<file path="src/rtl/autoseller_multi_if.sv">
// Insertion handshake and result bus between a coin front-end and autoseller_multi.
interface autoseller_multi_if #(
    parameter int unsigned MONEY_W = 6,
    parameter int unsigned TYPE_W  = 2
);
    localparam int unsigned NUM_TYPES = 2 ** TYPE_W;

    logic                 enable_i;
    logic [MONEY_W-1:0]   money_i;
    logic [TYPE_W-1:0]    drinktype_i;
    logic                 cancel_i;
    logic                 restock_i;
    logic                 ready_o;
    logic                 enable_o;
    logic [MONEY_W-1:0]   change_o;
    logic [TYPE_W-1:0]    drink_o;
    logic                 drink_valid_o;
    logic [NUM_TYPES-1:0] soldout_o;

    modport master (
        output enable_i, money_i, drinktype_i, cancel_i, restock_i,
        input  ready_o, enable_o, change_o, drink_o, drink_valid_o, soldout_o
    );

    modport slave (
        input  enable_i, money_i, drinktype_i, cancel_i, restock_i,
        output ready_o, enable_o, change_o, drink_o, drink_valid_o, soldout_o
    );
endinterface

</file>
<file path="src/rtl/autoseller_multi.sv">
// Multi-coin vending controller with credit, price table, cancel/refund and a one-cycle result strobe.
// Optional per-type stock tracking enabled by defining AUTOSELLER_STOCK_EN.
module autoseller_multi #(
    parameter int unsigned                      MONEY_W    = 6,
    parameter int unsigned                      TYPE_W     = 2,
    parameter logic [(2**TYPE_W)*MONEY_W-1:0]   PRICES     = {6'd25, 6'd20, 6'd15, 6'd10},
    parameter int unsigned                      STOCK_W    = 4,
    parameter int unsigned                      INIT_STOCK = 3
) (
    input  logic              clk,
    input  logic              reset,
    autoseller_multi_if.slave bus
);
    localparam int unsigned NUM_TYPES = 2 ** TYPE_W;
    localparam int unsigned SUM_W     = MONEY_W + 1;

    typedef enum logic [1:0] {IDLE, COLLECT, VEND, OUT} state_t;

    state_t              state;
    logic [MONEY_W-1:0]  credit;
    logic [MONEY_W-1:0]  pend_change;
    logic [TYPE_W-1:0]   pend_drink;
    logic                pend_valid;

    logic                accept_c;
    logic                go_c;
    logic                empty_c;
    logic [SUM_W-1:0]    sum_c;
    logic [MONEY_W-1:0]  price_c;
    logic [MONEY_W-1:0]  cancel_amt_c;
    logic [MONEY_W-1:0]  credit_next_c;
    logic [MONEY_W-1:0]  pend_change_c;
    logic [TYPE_W-1:0]   pend_drink_c;
    logic                pend_valid_c;

`ifdef AUTOSELLER_STOCK_EN
    logic [STOCK_W-1:0]  stock [NUM_TYPES];
    assign empty_c = (stock[bus.drinktype_i] == '0);
`else
    logic unused_restock;
    assign unused_restock = bus.restock_i;
    assign empty_c        = 1'b0;
    assign bus.soldout_o  = '0;
`endif

    // Purchase decision for a strobe/cancel seen while accepting
    always_comb begin
        accept_c      = (state == IDLE) || (state == COLLECT);
        sum_c         = SUM_W'(credit) + SUM_W'(bus.money_i);
        price_c       = PRICES[32'(bus.drinktype_i) * MONEY_W +: MONEY_W];
        cancel_amt_c  = bus.enable_i ? sum_c[MONEY_W-1:0] : credit;
        go_c          = 1'b0;
        credit_next_c = credit;
        pend_change_c = '0;
        pend_drink_c  = '0;
        pend_valid_c  = 1'b0;
        if (accept_c) begin
            if (bus.enable_i && sum_c[MONEY_W]) begin
                // Overflowing insertion is bounced back; accumulated credit survives
                go_c          = 1'b1;
                pend_change_c = bus.money_i;
            end else if (bus.cancel_i) begin
                if (cancel_amt_c != '0) begin
                    go_c          = 1'b1;
                    pend_change_c = cancel_amt_c;
                    credit_next_c = '0;
                end
            end else if (bus.enable_i) begin
                if (sum_c >= SUM_W'(price_c)) begin
                    go_c          = 1'b1;
                    credit_next_c = '0;
                    if (empty_c) begin
                        pend_change_c = sum_c[MONEY_W-1:0];
                    end else begin
                        pend_change_c = sum_c[MONEY_W-1:0] - price_c;
                        pend_drink_c  = bus.drinktype_i;
                        pend_valid_c  = 1'b1;
                    end
                end else begin
                    credit_next_c = sum_c[MONEY_W-1:0];
                end
            end
        end
    end

    always_ff @(posedge clk or negedge reset) begin
        if (!reset) begin
            state             <= IDLE;
            credit            <= '0;
            pend_change       <= '0;
            pend_drink        <= '0;
            pend_valid        <= 1'b0;
            bus.ready_o       <= 1'b1;
            bus.enable_o      <= 1'b0;
            bus.change_o      <= '0;
            bus.drink_o       <= '0;
            bus.drink_valid_o <= 1'b0;
`ifdef AUTOSELLER_STOCK_EN
            for (int i = 0; i < int'(NUM_TYPES); i++) stock[i] <= STOCK_W'(INIT_STOCK);
            bus.soldout_o     <= {NUM_TYPES{INIT_STOCK == 0}};
`endif
        end else begin
            case (state)
                IDLE, COLLECT: begin
                    credit <= credit_next_c;
                    if (go_c) begin
                        state       <= VEND;
                        bus.ready_o <= 1'b0;
                        pend_change <= pend_change_c;
                        pend_drink  <= pend_drink_c;
                        pend_valid  <= pend_valid_c;
                    end else begin
                        state <= (credit_next_c != '0) ? COLLECT : IDLE;
                    end
`ifdef AUTOSELLER_STOCK_EN
                    if (state == IDLE && bus.restock_i) begin
                        for (int i = 0; i < int'(NUM_TYPES); i++) stock[i] <= STOCK_W'(INIT_STOCK);
                        bus.soldout_o <= {NUM_TYPES{INIT_STOCK == 0}};
                    end
`endif
                end
                VEND: begin
                    state             <= OUT;
                    bus.enable_o      <= 1'b1;
                    bus.change_o      <= pend_change;
                    bus.drink_o       <= pend_drink;
                    bus.drink_valid_o <= pend_valid;
`ifdef AUTOSELLER_STOCK_EN
                    // Stock and sold-out flag change together with the result strobe
                    if (pend_valid && stock[pend_drink] != '0) begin
                        stock[pend_drink]         <= stock[pend_drink] - STOCK_W'(1);
                        bus.soldout_o[pend_drink] <= (stock[pend_drink] == STOCK_W'(1));
                    end
`endif
                end
                OUT: begin
                    state             <= (credit != '0) ? COLLECT : IDLE;
                    bus.ready_o       <= 1'b1;
                    bus.enable_o      <= 1'b0;
                    bus.change_o      <= '0;
                    bus.drink_o       <= '0;
                    bus.drink_valid_o <= 1'b0;
                end
                default: state <= IDLE;
            endcase
        end
    end
endmodule

</file>
<file path="src/flat_wrapper.sv">
// flat-port wrapper written by rule: the top's interface ports become plain ports
module autoseller_multi_flat 
#(
    parameter int unsigned                      MONEY_W    = 6,
    parameter int unsigned                      TYPE_W     = 2,
    parameter logic [(2**TYPE_W)*MONEY_W-1:0]   PRICES     = {6'd25, 6'd20, 6'd15, 6'd10},
    parameter int unsigned                      STOCK_W    = 4,
    parameter int unsigned                      INIT_STOCK = 3
)
  (clk, reset, bus_enable_i, bus_money_i, bus_drinktype_i, bus_cancel_i, bus_restock_i, bus_ready_o, bus_enable_o, bus_change_o, bus_drink_o, bus_drink_valid_o, bus_soldout_o);
  autoseller_multi_if #(.MONEY_W(MONEY_W), .TYPE_W(TYPE_W)) bus_i ();
  input  logic clk;
  input  logic reset;
  input wire logic [$bits(bus_i.enable_i)-1:0] bus_enable_i;
  input wire logic [$bits(bus_i.money_i)-1:0] bus_money_i;
  input wire logic [$bits(bus_i.drinktype_i)-1:0] bus_drinktype_i;
  input wire logic [$bits(bus_i.cancel_i)-1:0] bus_cancel_i;
  input wire logic [$bits(bus_i.restock_i)-1:0] bus_restock_i;
  output wire logic [$bits(bus_i.ready_o)-1:0] bus_ready_o;
  output wire logic [$bits(bus_i.enable_o)-1:0] bus_enable_o;
  output wire logic [$bits(bus_i.change_o)-1:0] bus_change_o;
  output wire logic [$bits(bus_i.drink_o)-1:0] bus_drink_o;
  output wire logic [$bits(bus_i.drink_valid_o)-1:0] bus_drink_valid_o;
  output wire logic [$bits(bus_i.soldout_o)-1:0] bus_soldout_o;
  assign bus_i.enable_i = bus_enable_i;
  assign bus_i.money_i = bus_money_i;
  assign bus_i.drinktype_i = bus_drinktype_i;
  assign bus_i.cancel_i = bus_cancel_i;
  assign bus_i.restock_i = bus_restock_i;
  assign bus_ready_o = bus_i.ready_o;
  assign bus_enable_o = bus_i.enable_o;
  assign bus_change_o = bus_i.change_o;
  assign bus_drink_o = bus_i.drink_o;
  assign bus_drink_valid_o = bus_i.drink_valid_o;
  assign bus_soldout_o = bus_i.soldout_o;
  autoseller_multi #(.MONEY_W(MONEY_W), .TYPE_W(TYPE_W), .PRICES(PRICES), .STOCK_W(STOCK_W), .INIT_STOCK(INIT_STOCK)) u_core (.clk(clk), .reset(reset), .bus(bus_i));
endmodule
</file>
<file path="config.mk">
export PLATFORM = sky130hd
export DESIGN_NAME = autoseller_multi_flat
export DESIGN_NICKNAME = d
export VERILOG_FILES = /design/src/rtl/autoseller_multi_if.sv /design/src/rtl/autoseller_multi.sv /design/src/flat_wrapper.sv
export SDC_FILE = /design/constraint.sdc
export NUM_CORES = 1
export LEC_CHECK = 0
export ABC_CLOCK_PERIOD_IN_PS = 7330
export BUFFER_PORTS_ARGS = -buffer_cell sky130_fd_sc_hd__buf_2
export CORE_MARGIN = 4
export CORE_UTILIZATION = 40
export DETAILED_ROUTE_END_ITERATION = 12
export GPL_ROUTABILITY_DRIVEN = 0
export GPL_TIMING_DRIVEN = 0
export PLACE_DENSITY_LB_ADDON = 0.12
export SYNTH_ARGS = -nofsm -noshare
export SYNTH_HDL_FRONTEND = slang
export SYNTH_SLANG_ARGS = --single-unit
</file>
<file path="constraint.sdc">
create_clock -name clk -period 7.33 [get_ports clk]
set_input_delay 0.3665 -clock clk [delete_from_list [all_inputs] [get_ports clk]]
set_output_delay 0.3665 -clock clk [all_outputs]
set_load 0.01 [all_outputs]
</file>
==> results of run 1 <==
## synthesized netlist by cell type, drive strengths merged (2+ instances only)
| cell | instances |
|---|---|
| o2bb2ai | 5 |
| clkbuf | 4 |
| inv | 18 |
| xor2 | 4 |
| buf | 4 |
| nand2 | 9 |
| a31oi | 3 |
| o21ai | 12 |
| dfrtp | 27 |
| a22oi | 3 |
| a221oi | 2 |
| a21oi | 11 |
| nor3 | 3 |
| o211ai | 4 |
| mux2 | 6 |
| a211oi | 2 |
| nor2b | 2 |
| o22ai | 2 |
| fa | 2 |
| and3 | 2 |
| nor4 | 3 |
| o221ai | 3 |
| a22o | 9 |
| a21o | 6 |
| ha | 12 |
| nor2 | 15 |
| or2 | 4 |
| a211o | 3 |
| nand2b | 5 |
| nand3 | 3 |
## registers in the layout, summed over array words and instances, names as in the netlist
name,count
u_core.bus.ready_o,1
u_core.pend_drink,2
u_core.credit,6
u_core.bus.drink_valid_o,1
u_core.bus.enable_o,1
u_core.pend_change,6
u_core.pend_valid,1
u_core.bus.change_o,6
u_core.bus.drink_o,2
u_core.state,2
## power breakdown
group	switching [W]	total (W)	internal [W]	leakage, nW
Combinational	0.000289	0.000508	0.000219	0.651
Sequential	0.0000440	0.000262	0.000218	0.369
Clock	0.0000468	0.0000858	0.0000390	0.0228
## layout make-up
| cell class | instances | area [um^2] |
|---|---|---|
| Buffer | 8 | 45.0 |
| Inverter | 18 | 67.6 |
| Fill cell | 431 | 2360 |
| Clock buffer | 4 | 45.0 |
| Sequential cell | 28 | 702 |
| Tap cell | 52 | 65.1 |
| Timing Repair Buffer | 21 | 105 |
| Multi-Input combinational cell | 153 | 1110 |
## routing by layer
layer	up-vias	share of wire (%)	track usage [%]
met4	0	1.8	5.16
met2	43	46	26.3
li1	805	-	-
met3	8	4.5	1.87
met5	-	0	0
met1	766	48	20.4
## cells in the final DEF (no fill, tap or decap), types with 4 or more instances in the layout
cell and instances:
o211ai_1 4, xor2_1 4, nand2b_1 5, a21oi_1 11, inv_1 18, dfrtp_1 27, o21ai_0 12, ha_1 12
o2bb2ai_1 5, mux2_2 6, a21o_1 6, buf_4 4, a22o_1 9, conb_1 4, clkbuf_1 5, nor2_1 14
buf_2 21, nand2_1 9
## worst max-delay path by stage
stage | from | endpoint | depth (start not counted)
2_1_floorplan | u_core.credit[0] | u_core.pend_change[0] | 14
3_3_place_gp | bus_money_i[0] | u_core.pend_change[1] | 15
3_5_place_dp | bus_money_i[0] | u_core.pend_change[1] | 15
4_1_cts | u_core.credit[0] | u_core.pend_change[1] | 14
5_1_grt | u_core.credit[0] | u_core.pend_change[1] | 14
6_report | u_core.credit[0] | u_core.pend_change[1] | 14
## through the flow
step / total power (W) / hold slack (ns)
after global placement: 0.000769 / 0.417
after floorplan: 0.000639 / 0.0709
after detailed placement: 0.000773 / 0.420
after CTS: 0.000861 / 0.114
final: 0.000856 / 0.0909
after global routing: 0.000938 / 0.146
## cells by family after synthesis
family / count (synthesis)
compound gates: 73
xor+xnor: 5
fa+ha+maj: 14
buf+inv: 26
flops: 28
mux: 6
other cells: 1
simple gates: 51
## worst reg2reg max path, cell delays in order, from the launching register on
cell and delay (ns):
dfrtp_1 0.43, ha_1 0.22, inv_1 0.06, fa_1 0.40, nor2b_1 0.22, o22ai_1 0.13
xor2_1 0.40, inv_1 0.10, ha_1 0.36, nand2_1 0.06, o21ai_0 0.37, a21o_1 0.20
a221oi_2 0.07, nor2_2 0.35, mux2_2 0.38
==> metrics.csv, run 1 <==
metric,value,unit
PD cells,400,nW/um^2
initial antenna violation count,0,
max incr delay on CP,0.43,ns
leak pwr,1.04,nW
CTS tree,built,
worst ir drop on vdd,132,uV
reg2reg end,u_core.pend_change[1],
Synth top area share,35.3,%
critical path class,reg -> reg,
FMAX,259,MHz
deepest clock path buffer count,2,
crit path capture type,register,
number of top-level pins,28,
chip width,77.2,um
total core area,4500,um^2
WL final,4400,um
final instance area,2140,um^2
htree depth,1,
Reg-to-Reg Start,u_core.credit[0],
Post-Synth Adder-Cell Area,9.93,%
# diodes,0,
CP startpoint kind,register,
DIE HEIGHT,77.2,um
setup slack after layout,3.46,ns
leading area contributor after synthesis,dfrtp_1,
Synth area leaders,"dfrtp_1, ha_1, a22o_1",
Initial Util,42.5,%
fin crit period,3.87,ns
vias in the first global route,1639,
R2R Setup Slk,3.46,ns
CTS hold repair buffers,0,
Vias per Instance,5.71,
Layout area overhead,11.8,%
Nets,260,
DPL Wire Length,3470,um
total gr overflow,0,
Crit path max-delay family,adder cells,
WP buf/inv,2,
pin count of the biggest net entering global routing,29,
Mapped Avg Cell Area,9.38,um^2
main flop type after synthesis,dfrtp_1,
crit-path cells,"ha_1, inv_1, fa_1, nor2b_1, o22ai_1, xor2_1, inv_1, ha_1, nand2_1, o21ai_0, a21o_1, a221oi_2, nor2_2, mux2_2",
DP Worst Slack,3.44,ns
CTS resizes,0,
"Setup Fix Bufs, Post-CTS",0,
Final Skew,0.0128,ns
arrival time at the worst endpoint,4.02,ns
Port Buffers,21,
worst-margin pin slew,0.636,ns
register bit count reported by yosys,28,
post-layout util,47.5,%
Finished Layout Cells,284,
GRT Total Usage,15.5,%
cells on worst reg2reg path,14,
initial detailed-routing violation count,68,
number of flops mapped to enable cells by yosys,0,
root buf cell,clkbuf_8,
Post-Synth Simple-Gate Area,13.5,%
first-pass GRT wire length,7640,um
fraction of layout cells with a size suffix above 1,17.7,%
Worst EP required,7.49,ns
period utilization,52.8,%
worst skew pair latency,0.28,ns
register area share after synthesis,36.7,%
Worst slew margin,57.5,%
total CTS buffers,3,
ys async rst share,100,%
mux cell area share after synthesis,3.53,%
Max Transition Viols Final,0,
total number of vias,1622,
"Cell Area, Placed",2100,um^2
cell area after synthesis,1910,um^2
complex-gate fraction of the synthesized area,28.0,%
Yosys Warn Count,0,
HP Class,in -> async,
die area,5960,um^2
post-synthesis cell type count,49,
DR DRC count,0,
Routed WL per cell,15.5,um
placed cells,280,
Clock Sink Count,28,
Routed Antenna Nets,0,
combinational family with the most area after synthesis,compound AO/OA/AOI/OAI gates,
Critical Path Fanout Max,9,
RSZ-0062 raised after global routing,false,
Synth Area in XOR/XNOR,2.29,%
row count,24,
status,"finished, final reports clean",
DR pass1 iterations,4,
final setup violation count,0,
synthesized instance count,204,
Worst-path clk slew,0.10,ns
slowest CP cell,dfrtp_1,
MaxCap Viol Count,0,
final hold violation count,0,
TNS Setup,0,ns
No activity file was read; power rests on OpenSTA's default activity.
==> run 2: changes to the inputs <==
--- a/config.mk
+++ b/config.mk
@@ -5,7 +5,7 @@
 export SDC_FILE = /design/constraint.sdc
 export NUM_CORES = 1
 export LEC_CHECK = 0
-export ABC_CLOCK_PERIOD_IN_PS = 7330
+export ABC_CLOCK_PERIOD_IN_PS = 3300
 export BUFFER_PORTS_ARGS = -buffer_cell sky130_fd_sc_hd__buf_2
 export CORE_MARGIN = 4
 export CORE_UTILIZATION = 40
==> constraint.sdc (replaced) <==
create_clock -name clk -period 3.3 [get_ports clk]
set_input_delay 0.165 -clock clk [delete_from_list [all_inputs] [get_ports clk]]
set_output_delay 0.165 -clock clk [all_outputs]
set_load 0.01 [all_outputs]
==> run 2 against run 1 <==
Compared with the run above:
- combinational power rose to 2.5 times the previous value
- core utilization up 2.6 points
- critical path depth down 2
- largest power group unchanged
- largest cell class unchanged
- register-to-register slack worse by 3.3 ns
- setup slack worse by 3.3 ns
- critical endpoint unchanged
- clock skew up 0.0016 ns
- die area unchanged
- flip-flop and latch count unchanged
- non-clock buffer count up 6
- wire length up 4.1%
==> metrics.csv, run 2 (synthesis gave the netlist of run 1 again) <==
metric,value,unit,change
TNS Setup,0,ns,unchanged
DP Worst Slack,-0.550,ns,-4.00 ns
DR pass1 iterations,4,,unchanged
initial detailed-routing violation count,64,,-5.9%
CP Capture Point,u_core.pend_change[1],,
pin count of the biggest net entering global routing,29,,unchanged
Routed Antenna Nets,0,,unchanged
# diodes,0,,unchanged
placed cells,280,,unchanged
Cell Int Power,0.00115,W,+140%
Net Sw Power,0.000904,W,+140%
arrival time at the worst endpoint,3.27,ns,-0.75 ns
R2R Setup Slk,0.19,ns,-3.28 ns
leak pwr,1.09,nW,+4.8%
Finished Layout Cells,290,,+2.1%
final instance area,2260,um^2,+5.4%
Worst EP required,3.46,ns,-4.03 ns
FMAX,321,MHz,+24%
DPL Wire Length,3470,um,unchanged
Final Skew,0.0144,ns,+0.00161 ns
final setup violation count,0,,unchanged
Reg-to-Reg Start,u_core.credit[2],,
number of top-level pins,28,,unchanged
Sw Ratio,43.9,%,-0.42 points
leading registers by flop count,"u_core.bus.change_o: 6 flops, u_core.credit: 6 flops, u_core.pend_change: 6 flops",,
htree depth,1,,unchanged
DIE HEIGHT,77.2,um,unchanged
cells on worst reg2reg path,12,,-2
slowest CP cell,dfrtp_1,,
WP buf/inv,1,,-1
"Cell Area, Placed",2100,um^2,unchanged
fraction of layout cells with a size suffix above 1,23.5,%,+5.9 points
Routed WL per cell,15.8,um,+2.0%
worst-margin pin slew,0.661,ns,+0.0255 ns
total number of vias,1645,,+1.4%
period utilization,94.3,%,+42 points
FILL cells,428,,-0.70%
RSZ-0062 raised after global routing,false,,
crit path capture type,register,,
row count,24,,unchanged
Initial Util,42.5,%,unchanged
Reg power frac,28.2,%,-2.4 points
crit-path cells,"ha_1, or2_2, a21o_1, nand2_2, inv_1, ha_1, nand2_1, o21ai_2, a21o_1, a221oi_4, nor2_4, mux2_2",,
Vias per Instance,5.67,,-0.68%
CP startpoint kind,register,,
total core area,4500,um^2,unchanged
status,"finished, final reports clean",,
total gr overflow,0,,unchanged
first-pass GRT wire length,7820,um,+2.4%
fin crit period,3.11,ns,-0.753 ns
DR DRC count,0,,unchanged
PD cells,912,nW/um^2,+130%
Clk pwr share,9.3,%,-0.7 points
initial antenna violation count,0,,unchanged
MaxCap Viol Count,0,,unchanged
post-layout util,50.1,%,+2.6 points
Logic pwr share,62.5,%,+3.1 points
Critical Path Fanout Max,8,,-1
GRT Total Usage,16.0,%,+0.48 points
Max Transition Viols Final,0,,unchanged
Port Buffers,21,,unchanged
Clock Sink Count,28,,unchanged
Layout area overhead,17.8,%,
Hold Crit Depth,3,,
final hold violation count,0,,unchanged
Worst Setup SP,u_core.credit[2],,
total CTS buffers,3,,unchanged
die area,5960,um^2,unchanged
chip width,77.2,um,unchanged
CTS tree,built,,
HP Class,in -> reg,,
WL final,4580,um,+4.1%
Crit. path cell count,12,,-2
vias in the first global route,1659,,+1.2%
reg2reg end,u_core.pend_change[1],,
Crit path max-delay family,simple AND/OR/NAND/NOR gates,,
"commonest non-fill, non-tap cell in the layout",dfrtp_1,,
worst ir drop on vdd,334,uV,+150%
max incr delay on CP,0.46,ns,+0.03 ns
root buf cell,clkbuf_8,,
most frequent cells in the layout,"dfrtp_1, buf_2, inv_1, nor2_1, o21ai_0",,
setup slack after layout,0.187,ns,-3.28 ns
critical path class,reg -> reg,,
Worst slew margin,55.8,%,-1.7 points
Worst-path clk slew,0.10,ns,about the same
Nets,266,,+2.3%
deepest clock path buffer count,2,,unchanged
worst skew pair latency,0.28,ns,about the same
==> run 2: layer usage <==
layer,track usage [%],part of all wire (%),vias up
met5,0,0,-
met4,4.09,0.79,0
met3,1.87,4.2,4
met2,27.6,47,43
met1,21.1,48,779
li1,-,-,819
==> run 2: what timing repair did <==
action                                  in CTS  in global routing
buffers inserted                             4                  1
gates resized for setup                      7                  6
pin swaps                                    3                  4
gates cloned                                 0                  0
endpoints found under the setup margin      17                 12
hold endpoints to repair                    27                  0
hold buffers                                 1                  0
==> run 2: cell type report <==
cell class / count / area (um^2) / share of cell area (%)
inverter: 18 / 67.6 / 3.00
sequential: 28 / 702 / 31.1
clock buffer: 4 / 45.0 / 2.00
tap: 52 / 65.1 / 2.88
multi-input combinational: 153 / 1180 / 52.2
timing repair buffer: 27 / 153 / 6.77
buffer: 8 / 45.0 / 2.00
==> run 2: how the worst min path moves through the flow <==
stage	slack, ns	endpoint	start
after CTS	0.13	u_core.pend_drink[0]	bus_drinktype_i[0]
after detailed placement	0.22	u_core.bus.drink_o[0]	reset
after global placement	0.22	u_core.bus.drink_o[0]	reset
after global routing	0.16	u_core.pend_drink[0]	bus_drinktype_i[0]
after floorplan	-0.13	u_core.bus.change_o[0]	reset
final	0.13	u_core.pend_drink[0]	bus_drinktype_i[0]
==> run 2: power by group through the flow <==
stage | registers [W] | clock network (W) | logic, W
floorplan | 0.000601 | 0 | 0.000819
detailed placement | 0.000592 | 0 | 0.00112
CTS | 0.000582 | 0.000197 | 0.00123
global route | 0.000608 | 0.000209 | 0.00142
global placement | 0.000592 | 0 | 0.00112
finish | 0.000581 | 0.000191 | 0.00129
==> run 2: worst register-to-register path, delay by kind of cell (launching register included) <==
| kind | cells | cell delay (ns) |
|---|---|---|
| fa+ha+maj | 2 | 0.71 |
| flops | 1 | 0.46 |
| mux | 1 | 0.36 |
| buf+inv | 1 | 0.06 |
| compound gates | 4 | 0.66 |
| simple gates | 4 | 0.74 |
==> run 2: stage by stage <==
stage	hold slack, ns	total power, W
final	0.131	0.00206
after floorplan	-0.131	0.00142
after detailed placement	0.218	0.00172
after CTS	0.133	0.00200
after global routing	0.163	0.00224
after global placement	0.216	0.00171
